===== config.mk =====
export PLATFORM = sky130hd
export DESIGN_NAME = dsp_post_stage
export DESIGN_NICKNAME = d
export VERILOG_FILES = /design/src/rtl/dsp_post_pkg.sv /design/src/rtl/dsp_post_checker.sv /design/src/rtl/dsp_reg_async.sv /design/src/rtl/dsp_post_stage.sv
export SDC_FILE = /design/constraint.sdc
export NUM_CORES = 1
export LEC_CHECK = 0
export CORE_MARGIN = 2
export CORE_UTILIZATION = 50
export CTS_BUF_LIST = sky130_fd_sc_hd__clkbuf_2
export CTS_CLUSTER_SIZE = 40
export DETAILED_ROUTE_END_ITERATION = 8
export PLACE_DENSITY = 0.91
export SYNTH_ARGS = -nofsm -noshare
export SYNTH_HDL_FRONTEND = slang
export SYNTH_SLANG_ARGS = --single-unit

===== constraint.sdc =====
create_clock -name clk -period 9.55 [get_ports clk]
set_clock_uncertainty 0.2 [all_clocks]
set_input_delay 0.955 -clock clk [delete_from_list [all_inputs] [get_ports clk]]
set_output_delay 0.955 -clock clk [all_outputs]
set_load 0.02 [all_outputs]

===== src/rtl/dsp_post_pkg.sv =====
// dsp_post_pkg: shared constants for the DSP48A1-style post-adder stage.
//   - X/Z operand-select encodings (OPMODE[1:0] and OPMODE[3:2])
//   - OPMODE bit positions, datapath widths
//   - signed-overflow helper used by the optional OVF flag
package dsp_post_pkg;

  localparam int P_W = 48;
  localparam int M_W = 36;

  // OPMODE bit positions
  localparam int OP_X_LSB = 0;
  localparam int OP_Z_LSB = 2;
  localparam int OP_CIN   = 5;
  localparam int OP_SUB   = 7;

  typedef enum logic [1:0] {
    X_ZERO = 2'd0,
    X_M    = 2'd1,
    X_P    = 2'd2,
    X_DAB  = 2'd3
  } x_sel_e;

  typedef enum logic [1:0] {
    Z_ZERO = 2'd0,
    Z_PCIN = 2'd1,
    Z_P    = 2'd2,
    Z_C    = 2'd3
  } z_sel_e;

  // Two operands of like sign producing a result of the other sign.
  function automatic logic add_ovf(input logic a_msb, input logic b_msb,
                                   input logic r_msb);
    return (a_msb == b_msb) && (r_msb != a_msb);
  endfunction

endpackage


===== src/rtl/dsp_post_checker.sv =====
// dsp_post_checker: simulation checks for dsp_post_stage.
//   Flags the combinational loop formed when P is unregistered and fed back
//   through the X or Z mux.
//   Ports: i_xsel[1:0], i_zsel[1:0] (effective operand selects)
module dsp_post_checker
  import dsp_post_pkg::*;
#(
  parameter int PREG = 1
) (
  input logic [1:0] i_xsel,
  input logic [1:0] i_zsel
);

  if (PREG == 0) begin : g_loop_chk
    // P feedback with an unregistered P is a zero-delay loop.
    always_comb begin
      assert ((i_xsel != X_P) && (i_zsel != Z_P))
        else $error("dsp_post_stage: P feedback selected with PREG=0");
    end
  end else begin : g_no_chk
    logic w_unused_sel;
    assign w_unused_sel = &{1'b0, i_xsel, i_zsel};
  end

endmodule


===== src/rtl/dsp_reg_async.sv =====
// dsp_reg_async: optional pipeline register with async active-low reset and CE.
//   Parameters: W (width), REG (1 = register, 0 = combinational pass-through)
//   Ports: i_clk, i_rst_n (async, active low), i_ce, i_d[W-1:0], o_q[W-1:0]
module dsp_reg_async #(
  parameter int W   = 1,
  parameter int REG = 1
) (
  input  logic         i_clk,
  input  logic         i_rst_n,
  input  logic         i_ce,
  input  logic [W-1:0] i_d,
  output logic [W-1:0] o_q
);

  if (REG == 1) begin : g_reg
    logic [W-1:0] r_q;

    // Capture on CE; reset clears without waiting for a clock.
    always_ff @(posedge i_clk or negedge i_rst_n) begin
      if (!i_rst_n) begin
        r_q <= '0;
      end else if (i_ce) begin
        r_q <= i_d;
      end else begin
        r_q <= r_q;
      end
    end

    assign o_q = r_q;
  end else begin : g_bypass
    logic w_unused_ctrl;
    assign w_unused_ctrl = &{1'b0, i_clk, i_rst_n, i_ce};
    assign o_q = i_d;
  end

endmodule


===== src/rtl/dsp_post_stage.sv =====
// dsp_post_stage: back end of a DSP48A1 slice.
//   M register, X/Z operand muxes, 48-bit post add/subtract with carry-in,
//   P register with PCOUT cascade and CARRYOUT/CARRYOUTF.
//   Inputs : clk, RSTN (async active low), CEM, CECARRYIN, CEOPMODE, CEP,
//            OPMODE[7:0], mult_in[35:0], concatenated[47:0], C[47:0],
//            PCIN[47:0], CARRYIN
//   Outputs: M[35:0], P[47:0], PCOUT[47:0], CARRYOUT, CARRYOUTF,
//            OVF (only when DSP_POST_OVERFLOW_EN is defined: sticky signed
//            overflow, cleared by any P load that does not accumulate on P)
module dsp_post_stage
  import dsp_post_pkg::*;
#(
  parameter int MREG       = 1,
  parameter int CARRYINREG = 1,
  parameter int PREG       = 1,
  parameter int OPMODEREG  = 1,
  parameter     CARRYINSEL = "OPMODE5"
) (
  input  logic             clk,
  input  logic             RSTN,
  input  logic             CEM,
  input  logic             CECARRYIN,
  input  logic             CEOPMODE,
  input  logic             CEP,
  input  logic [7:0]       OPMODE,
  input  logic [M_W-1:0]   mult_in,
  input  logic [P_W-1:0]   concatenated,
  input  logic [P_W-1:0]   C,
  input  logic [P_W-1:0]   PCIN,
  input  logic             CARRYIN,
  output logic [M_W-1:0]   M,
  output logic [P_W-1:0]   P,
  output logic [P_W-1:0]   PCOUT,
  output logic             CARRYOUT,
  output logic             CARRYOUTF
`ifdef DSP_POST_OVERFLOW_EN
  ,
  output logic             OVF
`endif
);

  logic [7:0]     w_op_raw;
  logic [7:0]     w_op;
  logic [M_W-1:0] w_m;
  logic           w_cin_raw;
  logic           w_cin;
  logic [P_W-1:0] w_x;
  logic [P_W-1:0] w_z;
  logic [P_W:0]   w_x_cin;
  logic [P_W:0]   w_sum;
  logic [P_W-1:0] w_p;
  logic           w_co;
  x_sel_e         w_xsel;
  z_sel_e         w_zsel;

  // Bits 4 and 6 are unused by the datapath; hold them at zero.
  assign w_op_raw = {OPMODE[OP_SUB], 1'b0, OPMODE[OP_CIN], 1'b0, OPMODE[3:0]};

  dsp_reg_async #(.W(8), .REG(OPMODEREG)) u_op_reg (
    .i_clk(clk), .i_rst_n(RSTN), .i_ce(CEOPMODE), .i_d(w_op_raw), .o_q(w_op)
  );

  dsp_reg_async #(.W(M_W), .REG(MREG)) u_m_reg (
    .i_clk(clk), .i_rst_n(RSTN), .i_ce(CEM), .i_d(mult_in), .o_q(w_m)
  );

  // Carry-in is taken from the raw OPMODE so it stays aligned with the OPMODE register.
  if (CARRYINSEL == "CARRYIN") begin : g_cin_ext
    assign w_cin_raw = CARRYIN;
  end else begin : g_cin_op
    logic w_unused_carryin;
    assign w_unused_carryin = CARRYIN;
    assign w_cin_raw        = OPMODE[OP_CIN];
  end

  dsp_reg_async #(.W(1), .REG(CARRYINREG)) u_cin_reg (
    .i_clk(clk), .i_rst_n(RSTN), .i_ce(CECARRYIN), .i_d(w_cin_raw), .o_q(w_cin)
  );

  assign w_xsel = x_sel_e'(w_op[OP_X_LSB +: 2]);
  assign w_zsel = z_sel_e'(w_op[OP_Z_LSB +: 2]);

  // X operand select.
  always_comb begin
    w_x = '0;
    case (w_xsel)
      X_ZERO:  w_x = '0;
      X_M:     w_x = {12'd0, w_m};
      X_P:     w_x = P;
      X_DAB:   w_x = concatenated;
      default: w_x = '0;
    endcase
  end

  // Z operand select.
  always_comb begin
    w_z = '0;
    case (w_zsel)
      Z_ZERO:  w_z = '0;
      Z_PCIN:  w_z = PCIN;
      Z_P:     w_z = P;
      Z_C:     w_z = C;
      default: w_z = '0;
    endcase
  end

  // 49-bit post-adder; bit 48 is carry on add and borrow on subtract.
  always_comb begin
    w_x_cin = {1'b0, w_x} + {48'd0, w_cin};
    if (w_op[OP_SUB]) begin
      w_sum = {1'b0, w_z} - w_x_cin;
    end else begin
      w_sum = {1'b0, w_z} + w_x_cin;
    end
  end

  dsp_reg_async #(.W(P_W), .REG(PREG)) u_p_reg (
    .i_clk(clk), .i_rst_n(RSTN), .i_ce(CEP), .i_d(w_sum[P_W-1:0]), .o_q(w_p)
  );

  dsp_reg_async #(.W(1), .REG(PREG)) u_co_reg (
    .i_clk(clk), .i_rst_n(RSTN), .i_ce(CEP), .i_d(w_sum[P_W]), .o_q(w_co)
  );

  assign M         = w_m;
  assign P         = w_p;
  assign PCOUT     = w_p;
  assign CARRYOUT  = w_co;
  assign CARRYOUTF = w_co;

`ifdef DSP_POST_OVERFLOW_EN
  logic w_ovf_now;
  logic w_ovf_next;
  logic r_ovf;

  // Overflow of this load; a load that does not feed back P starts a new run.
  always_comb begin
    w_ovf_now = add_ovf(w_z[P_W-1],
                        w_op[OP_SUB] ? ~w_x[P_W-1] : w_x[P_W-1],
                        w_sum[P_W-1]);
    if (w_zsel == Z_P) begin
      w_ovf_next = r_ovf | w_ovf_now;
    end else begin
      w_ovf_next = w_ovf_now;
    end
  end

  // Sticky flag, always registered alongside P loads.
  always_ff @(posedge clk or negedge RSTN) begin
    if (!RSTN) begin
      r_ovf <= 1'b0;
    end else if (CEP) begin
      r_ovf <= w_ovf_next;
    end else begin
      r_ovf <= r_ovf;
    end
  end

  assign OVF = r_ovf;
`endif

  dsp_post_checker #(.PREG(PREG)) u_chk (
    .i_xsel(w_xsel), .i_zsel(w_zsel)
  );

endmodule

# Word-level counts from Yosys, hierarchy flattened

Cells that the tools add are included.

$add $sub $neg: 3
Eq/ne operators: 6
Multiplexer cells: 3
Reductions and logical operators: 2

Operators by type and width:

| cell                                                             | number |
|---|---|
| 48-bit one-hot mux with 4 select lines                           | 2 |
| 48-bit by 1-bit adder with 49-bit output                         | 1 |
| 48-bit by 49-bit adder with 49-bit output                        | 1 |
| 49-bit two-way mux                                               | 1 |
| 48-bit by 49-bit subtractor with 49-bit output                   | 1 |
| 2-bit == test (second input constant)                            | 4 |
| 2-bit by 1-bit == test with 1-bit output (second input constant) | 2 |
| 2-bit logical NOT                                                | 2 |

Register bits after elaboration: 92
Input port bits: 195
Output and inout port bits: 134
Word-level logic and storage cells: 19

# Logic depth before layout (Yosys ltp)

Gate-level depths: netlist of the first run.

Depth in word-level cells: 5
Mapped depth: 37
Mapped depth without buffers: 29

# Cells and area by module

Synthesis of the first run repeated with hierarchy kept, for this count alone.

Cells, all modules: 1209
Area total of the unflattened synthesis: 11198.2 um^2

Modules (own cells, without submodules):

| module                        | times used | cells an instance | area an instance (um^2) | seq. area each (um^2) |
|---|---|---|---|---|
| dsp_post_stage                | 1          | 1011              | 7435.9                  | 0.0 |
| dsp_reg_async (u_p_reg)       | 1          | 101               | 1860.5                  | 1201.2 |
| dsp_reg_async (u_m_reg)       | 1          | 76                | 1490.2                  | 900.9 |
| dsp_reg_async (u_op_reg)      | 1          | 17                | 331.6                   | 200.2 |
| dsp_reg_async (u_cin_reg ...) | 2          | 2                 | 40.0                    | 25.0 |

# Worst setup path before layout of the first run

No wires, ideal clock.

Path kind: register to register
From: reg u_op_reg.g_reg.r_q[0] (netlist: u_op_reg.o_q[0])
To: reg u_co_reg.g_reg.r_q (netlist: u_co_reg.o_q)
Setup time: 0.125 ns
Arrival time: 6.847 ns
Data required time: 9.225 ns
Path slack: 2.378 ns
Stages on the path, launching flop included: 35
Path buffers: 9
Clock period less this slack: 7.172 ns
Cell sequence: dfrtp_1 buf_4 buf_6 buf_6 buf_4 buf_2 buf_2 buf_4 mux2i_1 o21ai_0 ha_1 ha_1 inv_1 a211oi_2 and4_1 clkbuf_1 nand4_1 or2_1 clkbuf_1 or4_1 o31ai_1 and2_1 nand2_1 o31ai_1 xor2_1 ha_1 a21o_1 a21o_1 a21o_1 a21o_1 a221oi_1 and2_1 o21ai_0 xnor2_1 mux2_4

Cells in the longest elaborated chain, start to end: 5
Elaborated cells between the ends (all ways): 9
Classes of those cells: add/sub (3); eq/ne (3); mux (2); reduce/logical (1)

RTL lines:

| element                                                                                                     | line                                         | RTL |
|---|---|---|
| start: declaration                                                                                          | dsp_reg_async.sv:16                          | `logic [W-1:0] r_q;` |
| start signal: assignment                                                                                    | dsp_reg_async.sv:23                          | `r_q <= i_d;` |
| start signal: assignment                                                                                    | dsp_reg_async.sv:25                          | `r_q <= r_q;` |
| 2-bit == test (tied with other cells)                                                                       | dsp_post_stage.sv:86                         | `case (w_xsel)` |
| 48-bit one-hot mux with 4 select lines (*)                                                                  | dsp_post_stage.sv:86                         |  |
| 48-bit by 1-bit adder with 49-bit output (*)                                                                | dsp_post_stage.sv:109                        | `w_x_cin = {1'b0, w_x} + {48'd0, w_cin};` |
| 48-bit by 49-bit adder with 49-bit output or 48-bit by 49-bit subtractor with 49-bit output (tied branches) | dsp_post_stage.sv:113, dsp_post_stage.sv:111 |  |
| 49-bit two-way mux (*)                                                                                      | dsp_post_stage.sv:110                        | `if (w_op[OP_SUB]) begin` |
| end signal: assignment                                                                                      | dsp_reg_async.sv:23                          |  |
| end signal: assignment                                                                                      | dsp_reg_async.sv:25                          |  |
| end: declaration                                                                                            | dsp_reg_async.sv:16                          |  |

Every way passes the cells marked *; elsewhere a longest branch is shown, timed or not.
A chain may end at the register's enable or synchronous reset.

# Worst setup path in the final report of the first run

From: reg u_op_reg.g_reg.r_q[1] (netlist: u_op_reg.o_q[1])
To: reg u_p_reg.g_reg.r_q[47] (netlist: u_p_reg.o_q[47])

Cells in the longest elaborated chain, start to end: 5
Elaborated cells between the ends (all ways): 9
Classes of those cells: add/sub (3); eq/ne (3); mux (2); reduce/logical (1)

RTL lines:

| element                                                                                                     | line |
|---|---|
| 2-bit == test (tied with other cells)                                                                       | dsp_post_stage.sv:86 |
| 48-bit one-hot mux with 4 select lines (*)                                                                  | dsp_post_stage.sv:86 |
| 48-bit by 1-bit adder with 49-bit output (*)                                                                | dsp_post_stage.sv:109 |
| 48-bit by 49-bit adder with 49-bit output or 48-bit by 49-bit subtractor with 49-bit output (tied branches) | dsp_post_stage.sv:113, dsp_post_stage.sv:111 |
| 49-bit two-way mux (*)                                                                                      | dsp_post_stage.sv:110 |
| end signal: assignment                                                                                      | dsp_reg_async.sv:23 |
| end signal: assignment                                                                                      | dsp_reg_async.sv:25 |
| end: declaration                                                                                            | dsp_reg_async.sv:16 |

Marks and branches as above.

==> impl_metrics.tcl, run 1 <==
set metrics [dict create \
    fill_cells 1698 \
    tritoncts_clock_tree "built" \
    clock_tree.root_cell "clkbuf_2" \
    postRouteWirelength_mm 36.3 \
    nets 1714 \
    power_leakage_nw 5.69 \
    antenna_found_initial 1 \
    fp.dieArea_mm2 0.0228 \
    syn_area_per_cell_um2 8.74 \
    postSynth.asyncResetShare 1.00 \
    power.clock.fraction 0.073 \
    detailedRoute.firstPassIterationCount 6 \
    vdd_drop_max_mv 0.0912 \
    p_switching_mw 1.75 \
    timing.setup.critical_path_class "reg2reg" \
    cts_inserted_buffers 9 \
    finalHoldViolCount 0 \
    cts.hold.buffers_added 0 \
    rows 53 \
    syn_to_final_growth_pct 29.1 \
    clock_tree.htree_level_count 3 \
    number_of_endpoints_failing_setup_at_the_final_stage 0 \
    cts_buffer_depth 2 \
    final_area_mm2 0.0139 \
    synth.net_count 1484 \
    pin_count_of_the_biggest_net_entering_global_routing 58 \
    final_sum_of_negative_setup_slack_ns 0 \
    max_freq_mhz 127 \
    port-buffer-count 325 \
    cts.reportedPaths.clkPinSlew_ns 0.33 \
    clk_latency_ns 0.64 \
    crit-reg2reg-launch "u_op_reg.o_q[1]" \
    detailed_place_hpwl_mm 28.9 \
    grt-ovfl-total 0 \
    post_synth_inst_count 1237 \
    first_pass_grt_wire_length_mm 55.3 \
    final-max-slew-violation-count 0 \
    crit_path_end_kind "flop" \
    design.core.area_mm2 0.0211 \
    layout-drive-gt1-share 0.131 \
    setup.worst_path.start_class "flop" \
    drt_first_iter_violations 1116 \
    netSwitchingFraction 0.497 \
    post-cts-setup-buffers 0 \
    dominantRegCellSynth "dfrtp_1" \
    post-route-drc-count 0 \
    synth-seq-area-share 0.211 \
    groute.usage.overall 0.311 \
    post_cts_resized 0 \
    grt_pass1_vias 10052 \
    status "finished clean" \
    unrepaired_setup_endpoints_after_global_routing "no" \
    r2r.worst_path.cells 27 \
    crit_required_ns 9.92 \
    mostFrequentLayoutCells "clkdlybuf4s50_1 (322), mux2_2 (138), dfrtp_1 (88), xnor2_1 (76), a21oi_1 (75)" \
    synth-warning-count 0 \
    placedInstanceArea_mm2 0.0138 \
    ioPinCount 329 \
    seqPwrFrac 0.227 \
    synth-edff-count 0 \
    cap_violations 0 \
    critical_path_peak_fanout 53 \
    finalCriticalPeriod_ns 7.87 \
    final_worst_hold_slack_ns 0.0139 \
    routabilityCongestion 0.952 \
    detailroute.via_count 10857 \
    relSlewSlack 0.190 \
    share_of_the_clock_period_used_by_the_worst_path_after_layout 0.824 \
    antenna_violating_nets_post_route 0 \
    vias_per_cell 6.21 \
    crit_arrival_ns 8.24 \
    layout_commonest_cell "clkdlybuf4s50_1" \
    synth.ff_latch_count 91 \
    worst_r2r_endpoint "u_p_reg.o_q[47]" \
    tightest_slew_ns 1.21 \
    numClockSinks 91 \
    die_width_um 151 \
    intPower_mw 1.77 \
    cellPowerDensity_mw_per_mm2 253 \
    die_h_um 151 \
    synth_area_mm2 0.0108 \
    floorplan.initialDensity 0.512 \
    rrSetupSlack_ns 1.68 \
    route.detailed.wl_per_inst_um 20.8 \
    power_frac_comb 0.700 \
    synth.distinct_cells 69 \
    hold_path_class "in2async" \
]
-- per-stage QoR --
step | std cells | power (mW) | utilization | setup WS, ns
global route | 1748 | 3.73 | 0.662 | 1.16
detailed placement | 1731 | 3.22 | 0.654 | 1.46
CTS | 1747 | 3.48 | 0.661 | 1.88
finish | 1748 | 3.53 | 0.662 | 1.68
global placement | 1731 | 3.16 | 0.654 | 1.60
floorplan | 1237 | 2.40 | - | 2.38
-- per-layer routing --
metal  global-route usage  share of wire
met1                0.444           0.43
met2                0.477           0.43
met3               0.0620           0.12
met4               0.0907          0.024
met5                    0              0
-- synthesized netlist by cell type, drive strengths merged (4+ instances only) --
library cell | number | area share
or2 | 8 | 0.0046
xor2 | 55 | 0.045
a211oi | 8 | 0.0065
xnor2 | 76 | 0.062
nand3 | 31 | 0.014
a31o | 4 | 0.0032
inv | 23 | 0.0080
dfrtp | 91 | 0.21
a22o | 54 | 0.044
o2bb2ai | 16 | 0.015
nand4 | 29 | 0.017
clkbuf | 38 | 0.013
and4 | 9 | 0.0073
mux2i | 45 | 0.042
o21bai | 4 | 0.0028
o31ai | 7 | 0.0049
or3 | 9 | 0.0052
a21o | 43 | 0.030
ha | 51 | 0.059
o21ai | 41 | 0.019
a41oi | 5 | 0.0041
or4 | 5 | 0.0045
and3 | 12 | 0.0069
nor2b | 8 | 0.0046
a31oi | 15 | 0.0087
o2111ai | 4 | 0.0032
and2 | 10 | 0.0058
buf | 76 | 0.048
a21oi | 75 | 0.035
nor4b | 5 | 0.0054
nor4 | 18 | 0.012
a22oi | 9 | 0.0063
nand2 | 74 | 0.026
mux2 | 145 | 0.15
nor3 | 22 | 0.010
nand2b | 6 | 0.0035
o21a | 9 | 0.0063
nor2 | 71 | 0.025
-- logic make-up (layout without fill, tap and decap cells) --
kind of cell	Yosys count	after routing	synth area share
fa+ha+maj	52	52	0.0609
other cells	0	1	0
simple gates	326	326	0.159
flops	91	91	0.211
mux	190	190	0.193
buf+inv	137	372	0.0696
compound gates	310	310	0.201
xor+xnor	131	131	0.106
-- final cells by class --
| cell class | count | area [um2] | area share |
|---|---|---|---|
| inverters | 23 | 86.3 | 0.00619 |
| multi-input cells | 1009 | 7780 | 0.558 |
| clock buffers | 9 | 45.0 | 0.00323 |
| well taps | 275 | 344 | 0.0247 |
| clock inverters | 7 | 106 | 0.00762 |
| flip-flops and latches | 91 | 2280 | 0.164 |
| repair buffers | 333 | 3300 | 0.237 |
| diodes | 1 | 2.50 | 0.000179 |
-- power groups by stage --
stage               Combinational, mW  Sequential, mW  Clock, mW
global route                     2.65           0.813      0.275
detailed placement               2.43           0.790          0
floorplan                        1.60           0.796          0
finish                           2.47           0.800      0.259
CTS                              2.44           0.784      0.260
global placement                 2.37           0.788          0
-- registers in the layout, summed over array words and instances, names as in the netlist --
| signal | count |
|---|---|
| u_cin_reg.o_q | 1 |
| u_co_reg.o_q | 1 |
| u_m_reg.o_q | 36 |
| u_op_reg.o_q | 5 |
| u_p_reg.o_q | 48 |
-- how the worst max path moves through the flow --
stage | slack [ns] | from | end
after CTS | 1.88 | u_op_reg.o_q[1] | u_p_reg.o_q[47]
final | 1.68 | u_op_reg.o_q[1] | u_p_reg.o_q[47]
after detailed placement | 1.46 | concatenated[0] | u_p_reg.o_q[47]
after floorplan | 2.38 | u_op_reg.o_q[0] | u_co_reg.o_q
after global placement | 1.60 | concatenated[0] | u_p_reg.o_q[47]
after global routing | 1.16 | u_op_reg.o_q[1] | u_p_reg.o_q[47]
-- worst max-delay path, stage by stage (launching register included) --
cell,delay (ns)
dfrtp_2,0.51
buf_4,0.34
and2b_1,0.29
nand2_1,0.05
o21ai_0,0.07
ha_1,0.20
ha_1,0.27
inv_1,0.08
a211oi_2,0.45
and4_1,0.37
nand4_1,0.36
xnor2_1,0.28
a211oi_1,0.46
nand4_1,0.25
nor3b_1,0.55
and2_1,0.23
nor2_1,0.05
xor2_1,0.17
ha_1,0.39
nand2_1,0.12
nor2_1,0.12
o22a_1,0.16
o311ai_0,0.24
o41ai_1,0.65
nand3_1,0.24
o21ai_0,0.35
xor2_1,0.11
mux2_2,0.28
Note: power is estimated with default switching activity, not from simulation.
==> inputs of run 2 (changes only) <==
clock period = 7.3 ns   (was 9.55 ns; I/O delays follow)
==> run 2 against run 1 <==
Via count up 0.93%. Critical path depth down 4. Cell count up 0.63%. First-iteration DRC count up 26%. Non-clock buffer count up 11. Clock-buffer cell count unchanged. Die area unchanged. Setup slack worse by 1.4 ns.
==> impl_metrics.tcl, run 2 (synthesis gave the netlist of run 1 again) <==
set metrics [dict create \
    final_worst_hold_slack_ns 0.320 \
    cp_cell_sequence "buf_4, buf_4, mux2_1, a22oi_1, nor4b_4, nand4_1, nor4_1, xnor2_1, nand4_1, nor2_1, nand2_1, o31ai_1, xor2_1, ha_1, a21o_1, a21o_1, a21o_1, a21o_1, a221oi_1, and2_1, o21ai_0, xnor2_1, mux2_4" \
    multi_input_comb_area_mm2 0.00779 \
    share_of_the_core_filled_with_cells_in_the_final_layout 0.664 \
    tightest_slew_ns 0.790 \
    netSwitchingFraction 0.501 \
    layout-drive-gt1-share 0.138 \
    detailroute.via_count 10958 \
    die_width_um 151 \
    fin_total_pwr_mw 4.59 \
    mostFrequentLayoutCells "clkdlybuf4s50_1 (322), mux2_2 (138), dfrtp_1 (88), xnor2_1 (76), a21oi_1 (75)" \
    nets 1725 \
    clk_latency_ns 0.64 \
    groute.usage.overall 0.309 \
    grt_pass1_vias 10147 \
    final_sum_of_negative_setup_slack_ns 0 \
    share_of_the_clock_period_used_by_the_worst_path_after_layout 0.958 \
    pin_count_of_the_biggest_net_entering_global_routing 60 \
    finalHoldViolCount 0 \
    crit_required_ns 7.68 \
    cts.reportedPaths.clkPinSlew_ns 0.30 \
    final-max-slew-violation-count 0 \
    postRouteWirelength_mm 36.4 \
    crit_path_end_kind "flop" \
    fill_cells 1687 \
    clock_tree.htree_level_count 3 \
    final_area_mm2 0.0140 \
    largest_register_ff_count 48 \
    routabilityCongestion 1.05 \
    syn_to_final_growth_pct 29.7 \
    timing.critical_path.slowest_stage_cell "dfrtp_2" \
    status "finished clean" \
    grt-ovfl-total 0 \
    floorplan.initialDensity 0.512 \
    cpMostUsedCell "a21o_1" \
    route.detailed.wl_per_inst_um 20.7 \
    timing.setup.critical_path_class "reg2reg" \
    tritoncts_clock_tree "built" \
    relSlewSlack 0.473 \
    seqPwrFrac 0.227 \
    power.clock.fraction 0.063 \
    placedInstanceArea_mm2 0.0139 \
    fp.dieArea_mm2 0.0228 \
    cts_inserted_buffers 9 \
    detailed_place_hpwl_mm 29.0 \
    unrepaired_setup_endpoints_after_global_routing "no" \
    vias_per_cell 6.23 \
    antenna_found_initial 1 \
    design.core.area_mm2 0.0211 \
    crit_arrival_ns 7.37 \
    layout_commonest_cell "clkdlybuf4s50_1" \
    die_h_um 151 \
    clock_tree.root_cell "clkbuf_2" \
    critical_path_peak_fanout 39 \
    cellPowerDensity_mw_per_mm2 327 \
    sequential_cell_area_mm2 0.00228 \
    power_leakage_nw 5.72 \
    cts_buffer_depth 2 \
    power_frac_comb 0.711 \
    ioPinCount 329 \
    number_of_endpoints_failing_setup_at_the_final_stage 0 \
    crit_path_max_incr_delay_ns 0.66 \
    port-buffer-count 325 \
    max_freq_mhz 143 \
    finalCriticalPeriod_ns 6.99 \
    numClockSinks 91 \
    antenna_violating_nets_post_route 0 \
    intPower_mw 2.29 \
    first_pass_grt_wire_length_mm 54.8 \
    rows 53 \
    detailedRoute.firstPassIterationCount 6 \
    hold_path_class "in2async" \
    vdd_drop_max_mv 0.143 \
    post-route-drc-count 0 \
    cap_violations 0 \
    post-cts-setup-buffers 0 \
    setup.worst_path.start_class "flop" \
    p_switching_mw 2.30 \
    drt_first_iter_violations 1411 \
]
run 2: power groups by stage:
stage	Sequential, mW	Combinational [mW]	Clock (mW)
final	1.04	3.26	0.288
after global routing	1.05	3.49	0.307
after CTS	1.02	3.21	0.290
after detailed placement	1.03	3.19	0
after global placement	1.02	3.10	0
after floorplan	1.04	2.09	0
run 2: worst paths after layout:
check / start / endpoint / slack [ns] / cells after the start
max: u_op_reg.o_q[0] / u_co_reg.o_q / 0.31 / 23
min reg2reg: u_m_reg.o_q[12] / u_m_reg.o_q[12] / 0.38 / 1
min: RSTN / u_p_reg.o_q[9] / 0.32 / 2
max in group asynchronous: RSTN / u_op_reg.o_q[0] / 5.35 / 3
max reg2reg: u_op_reg.o_q[0] / u_co_reg.o_q / 0.31 / 23
min in group clk: u_m_reg.o_q[12] / u_m_reg.o_q[12] / 0.38 / 1
run 2: what timing repair did:
item,in CTS,in global routing
hold buffers,1,0
endpoints found under the hold margin,32,0
setup endpoints to repair,0,3
resized for setup,0,1
run 2: cell type report:
cell class              instances  area share
multi-input cells            1009       0.556
repair buffers                344       0.242
flip-flops and latches         91       0.163
well taps                     275      0.0246
inverters                      23     0.00616
clock inverters                 7     0.00554
clock buffers                   9     0.00321
diodes                          1    0.000179
run 2: routing by layer:
metal | wire length, um | track usage
met4 | 1060 | 0.0977
met1 | 14900 | 0.420
met5 | 0 | 0
met2 | 16000 | 0.480
met3 | 4420 | 0.0798
run 2: stage by stage:
stage	instances	setup WS (ns)
2_1_floorplan	1237	0.128
3_3_place_gp	1741	0.169
3_5_place_dp	1741	0.0512
4_1_cts	1758	0.404
5_1_grt	1759	0.0263
6_report	1759	0.308
run 2: worst max-delay path, delay by kind of cell, from the launching register on:
| kind | cells | cell delay (ns) |
|---|---|---|
| and+or+nand+nor | 7 | 2.00 |
| AOI/OAI and AO/OA | 8 | 1.65 |
| buffers and inverters | 2 | 0.89 |
| xor gates and xnor gates | 3 | 0.69 |
| DFF | 1 | 0.66 |
| muxes | 2 | 0.49 |
| adders and majority gates | 1 | 0.35 |
==> inputs of run 3 (changes only) <==
CAP_MARGIN = 10   (was not set)
TNS_END_PERCENT = 10   (was not set)
==> results of run 3 <==
No change in the layout: final DEF, timing and power equal those of run 2.
